File: src/rtl/sar_threshold_search.sv
// Successive-approximation controller for a registered magnitude comparator.
// Walks thresh from MSB to LSB and reads back greater/lesser/equal to recover
// the comparator's unknown input. Stops early on an equal flag, and aborts
// the search if the flags at a sample point are not exactly one-hot.
module sar_threshold_search #(
   parameter int WIDTH   = 16,
   parameter int CMP_LAT = 1
) (
   input  logic             clk,
   input  logic             rst_n,
   input  logic             start,
   output logic [WIDTH-1:0] thresh,
   input  logic             greater,
   input  logic             lesser,
   input  logic             equal,
   output logic             busy,
   output logic             done,
   output logic [WIDTH-1:0] result,
   output logic             exact,
   output logic             err
);

   localparam int IW = (WIDTH > 1) ? $clog2(WIDTH) : 1;
   localparam logic [IW-1:0] TOP = IW'(WIDTH - 1);
   localparam logic [2:0]    LAT = 3'(CMP_LAT);

   typedef enum logic [1:0] {IDLE, SET, WAIT, DECIDE} state_t;

   state_t           state, state_nxt;
   logic [IW-1:0]    idx, idx_nxt;
   logic [WIDTH-1:0] acc, acc_nxt;
   logic [2:0]       cnt, cnt_nxt;
   logic [WIDTH-1:0] thresh_nxt, result_nxt;
   logic             busy_nxt, done_nxt, exact_nxt, err_nxt;

   // Single-bit mask for the bit currently under trial.
   logic [WIDTH-1:0] mask;
   // Accumulator with the trial bit resolved from the sampled flags.
   logic [WIDTH-1:0] acc_upd;
   // Exactly one of the three flags is set.
   logic             one_hot;

   // Decode of the current trial bit and the flag sanity check.
   always_comb begin
      mask    = {{(WIDTH-1){1'b0}}, 1'b1} << idx;
      acc_upd = greater ? (acc | mask) : (acc & ~mask);
      one_hot = (greater & ~lesser & ~equal) |
                (~greater & lesser & ~equal) |
                (~greater & ~lesser & equal);
   end

   // State register and all registered outputs.
   always_ff @(posedge clk or negedge rst_n) begin
      if (!rst_n) begin
         state  <= IDLE;
         idx    <= TOP;
         acc    <= '0;
         cnt    <= '0;
         thresh <= '0;
         result <= '0;
         busy   <= 1'b0;
         done   <= 1'b0;
         exact  <= 1'b0;
         err    <= 1'b0;
      end else begin
         state  <= state_nxt;
         idx    <= idx_nxt;
         acc    <= acc_nxt;
         cnt    <= cnt_nxt;
         thresh <= thresh_nxt;
         result <= result_nxt;
         busy   <= busy_nxt;
         done   <= done_nxt;
         exact  <= exact_nxt;
         err    <= err_nxt;
      end
   end

   // Next-state and output sequencing; every search ends through the same
   // path so done pulses once and busy drops on the edge that enters IDLE.
   always_comb begin
      state_nxt  = state;
      idx_nxt    = idx;
      acc_nxt    = acc;
      cnt_nxt    = cnt;
      thresh_nxt = thresh;
      result_nxt = result;
      busy_nxt   = busy;
      done_nxt   = 1'b0;
      exact_nxt  = exact;
      err_nxt    = err;

      case (state)
         IDLE: begin
            if (start) begin
               acc_nxt   = '0;
               exact_nxt = 1'b0;
               err_nxt   = 1'b0;
               idx_nxt   = TOP;
               busy_nxt  = 1'b1;
               state_nxt = SET;
            end
         end

         SET: begin
            thresh_nxt = acc | mask;
            cnt_nxt    = LAT;
            state_nxt  = WAIT;
         end

         // Counter reaching zero on this edge moves on, so WAIT spans
         // exactly CMP_LAT cycles.
         WAIT: begin
            cnt_nxt = cnt - 3'd1;
            if (cnt <= 3'd1) state_nxt = DECIDE;
         end

         DECIDE: begin
            if (!one_hot) begin
               err_nxt    = 1'b1;
               result_nxt = acc;
               state_nxt  = IDLE;
               busy_nxt   = 1'b0;
               done_nxt   = 1'b1;
            end else if (equal) begin
               exact_nxt  = 1'b1;
               result_nxt = thresh;
               state_nxt  = IDLE;
               busy_nxt   = 1'b0;
               done_nxt   = 1'b1;
            end else begin
               acc_nxt = acc_upd;
               if (idx == '0) begin
                  result_nxt = acc_upd;
                  state_nxt  = IDLE;
                  busy_nxt   = 1'b0;
                  done_nxt   = 1'b1;
               end else begin
                  idx_nxt   = idx - 1'b1;
                  state_nxt = SET;
               end
            end
         end

         default: state_nxt = IDLE;
      endcase
   end

endmodule

File: config.mk
export PLATFORM = sky130hd
export DESIGN_NAME = sar_threshold_search
export DESIGN_NICKNAME = d
export VERILOG_FILES = /design/src/rtl/sar_threshold_search.sv
export SDC_FILE = /design/constraint.sdc
export NUM_CORES = 1
export LEC_CHECK = 0
export CAP_MARGIN = 25
export CORE_ASPECT_RATIO = 0.9
export CORE_MARGIN = 1
export CORE_UTILIZATION = 40
export DETAILED_ROUTE_END_ITERATION = 16
export SLEW_MARGIN = 20
export SYNTH_ARGS = -nofsm -noshare
export SYNTH_HDL_FRONTEND = slang
export SYNTH_SLANG_ARGS = --single-unit
File: constraint.sdc
create_clock -name clk -period 3.7 [get_ports clk]
set_input_delay 0.74 -clock clk [delete_from_list [all_inputs] [get_ports clk]]
set_output_delay 0.74 -clock clk [all_outputs]
set_load 0.1 [all_outputs]
==> impl_metrics.json <==
{
  "antenna_found_initial": 0,
  "clk_pin_slew_ps": 70,
  "cts.sink_count": 61,
  "cp.arrival_ps": 1880,
  "postSynthAreaPerCell_um2": 9.23,
  "cts_buffer_depth": 2,
  "start_util": 0.413,
  "die_width_um": 97.9,
  "min_period_ps": 2620,
  "synth_edf_count": 0,
  "via_per_inst": 5.71,
  "htreeDepth": 3,
  "hpwlAfterDp_um": 5540,
  "io_buffers": 41,
  "diodes": 0,
  "status": "finished, violations left",
  "nets": 410,
  "first_global_vias": 2814,
  "synth_fp_nets": 376,
  "crit_chain": "clkdlybuf4s50_1",
  "setup_tns_ps": 0,
  "cts_inserted_buffers": 9,
  "netlist_area_um2": 3310,
  "relSlewSlack": 0.326,
  "hold_path.class": "in2async",
  "die_y_um": 88.3,
  "tritoncts": "yes",
  "slowest_stage": "clkdlybuf4s50_1",
  "drive_gt1_frac": 0.0905,
  "fin_crit_sh": 0.709,
  "critPathLaunchType": "register",
  "ant_nets": 0,
  "rsz0062_at_grt": "false",
  "violations": "design-rule violations",
  "synth_top_area_share": 0.431,
  "cts_root_buf": "clkbuf_8",
  "synth-seq-area-share": 0.462,
  "slew_viol_final": 0,
  "crit_type": "reg2out",
  "dieArea_um2": 8650,
  "core.rowCount": 31,
  "num_vias": 2840,
  "grt_first_pass_wirelength_um": 14200,
  "overflow": 0,
  "cp_max_fo": 3,
  "fin_skew_ps": 10.3,
  "cts_hold_buf": 0,
  "critPathTopFamily": "buffers and inverters",
  "gp_congestion": 0.801,
  "ioPinCount": 42,
  "tightest_slew_ps": 1010,
  "required_ps": 2960,
  "hold_viol": 0,
  "critPathCaptureType": "primary output",
  "yosys.cell_types.count": 48,
  "grt_max_degree": 31,
  "clk-insertion-delay-late_ps": 340,
  "area_growth_pct": 21.9,
  "max_stage_delay_ps": 1150,
  "route.detailed.drc": 3,
  "synth-seq-cells": 61,
  "ys.flop_type": "dfrtp_1",
  "maxCapViolCount": 0,
  "setup_viol": 0,
  "first_iter_violations": 191,
  "ys_warn_count": 0,
  "postCtsSetupBuffers": 0,
  "cts_resized": 0,
  "postRouteWirelength_um": 8380,
  "synthArstFlopShare": 1.00,
  "wl_per_cell_um": 16.9,
  "synthTopCellsByArea": "dfrtp_1, nor2_1, ha_1",
  "timing.fmax_mhz": 381,
  "design.core.area_um2": 8030,
  "syn_inst": 359,
  "yosysTopAreaCell": "dfrtp_1",
  "grt_use_total": 0.210,
  "cp_num_buf_inv": 1,
  "drt-pass1-iter-count": 13
}
[registers in the layout, summed over array words and instances, names as in the netlist]
register / count
busy: 1
acc: 16
result: 16
thresh: 16
exact: 1
err: 1
done: 1
idx: 4
cnt: 3
state: 2
[cells in the mapped netlist, types with 8 or more instances]
cell type and instances:
nor2_1 45, inv_1 13, a2bb2oi_1 11, a211oi_1 13
nand3b_1 9, o31ai_1 18, o211ai_1 13, a21oi_1 16
o21ai_0 8, clkbuf_1 18, ha_1 11, buf_2 8
nand3_1 10, dfrtp_1 57, nand2_1 29, o21ai_1 14
[per-stage QoR]
| stage | utilization | hold WS [ps] | cells | cell area, µm² | worst slack (ps) |
|---|---|---|---|---|---|
| floorplan | - | 444 | 359 | 3310 | 1680 |
| global placement | 0.473 | 464 | 479 | 3800 | 985 |
| detailed placement | 0.477 | 468 | 481 | 3830 | 913 |
| CTS | 0.503 | 374 | 497 | 4040 | 1060 |
| global route | 0.503 | 389 | 497 | 4040 | 900 |
| finish | 0.503 | 365 | 497 | 4040 | 1080 |
[placed cells by master, fill, tap and decap left out, types with 3 or more instances in the layout]
| master | count |
|---|---|
| dfrtp_1 | 57 |
| nor2_1 | 45 |
| clkdlybuf4s50_1 | 40 |
| nand2_1 | 29 |
| o31ai_1 | 17 |
| a21oi_1 | 16 |
| o21ai_1 | 14 |
| inv_1 | 13 |
| o211ai_1 | 13 |
| a211oi_1 | 13 |
| a2bb2oi_1 | 11 |
| ha_1 | 11 |
| nand3_1 | 10 |
| nand3b_1 | 9 |
| clkbuf_8 | 9 |
| o21ai_0 | 8 |
| buf_4 | 7 |
| a31oi_1 | 6 |
| and3_1 | 5 |
| nand2b_1 | 4 |
| and3b_1 | 4 |
| o22a_1 | 4 |
| dfstp_2 | 4 |
| mux2_2 | 3 |
| nor3_1 | 3 |
| nor2b_1 | 3 |
| a311oi_1 | 3 |
| nor3b_1 | 3 |
| clkinv_2 | 3 |
[routing by layer]
metal	vias up	GRT usage	wire, µm
met5	-	0	0
met4	0	0.0840	61
met3	6	0.0513	621
met2	95	0.323	3750
met1	1361	0.289	3950
li1	1378	-	-
[logic make-up (layout without fill, tap and decap cells)]
| kind of cell | after synthesis | in the layout | share of synthesized area |
|---|---|---|---|
| AND/OR/NAND/NOR | 125 | 125 | 0.189 |
| AO/OA/AOI/OAI | 116 | 116 | 0.242 |
| flip-flops | 61 | 61 | 0.462 |
| buffers and inverters | 41 | 80 | 0.0495 |
| adder cells (fa/ha/maj) | 11 | 11 | 0.0415 |
| multiplexers | 4 | 4 | 0.0132 |
| XOR/XNOR | 1 | 1 | 0.00264 |
[final cells by class]
class                      instances  area [µm²]
sequential                        61        1530
timing repair buffer              50         493
tap                               99         124
inverter                          14        52.6
multi-input combinational        257        1630
clock inverter                     5        75.1
clock buffer                      11         131
fill                             760        3990
[final timing paths]
check / slack [ps] / to / cells after the start / startpoint
min in group clk: 480 / result[2] / 2 / result[2]
worst min register to register: 480 / result[2] / 2 / result[2]
worst max-delay path: 1080 / thresh[12] / 1 / thresh[12]
worst max register to register: 1150 / acc[2] / 5 / state[1]
max in group asynchronous: 2480 / idx[2] / 3 / rst_n
worst min-delay path: 360 / thresh[12] / 1 / rst_n
Power is left out: the tool's default activity adds up to more than one toggle a clock period on the data nets, which glitch-free logic cannot reach.
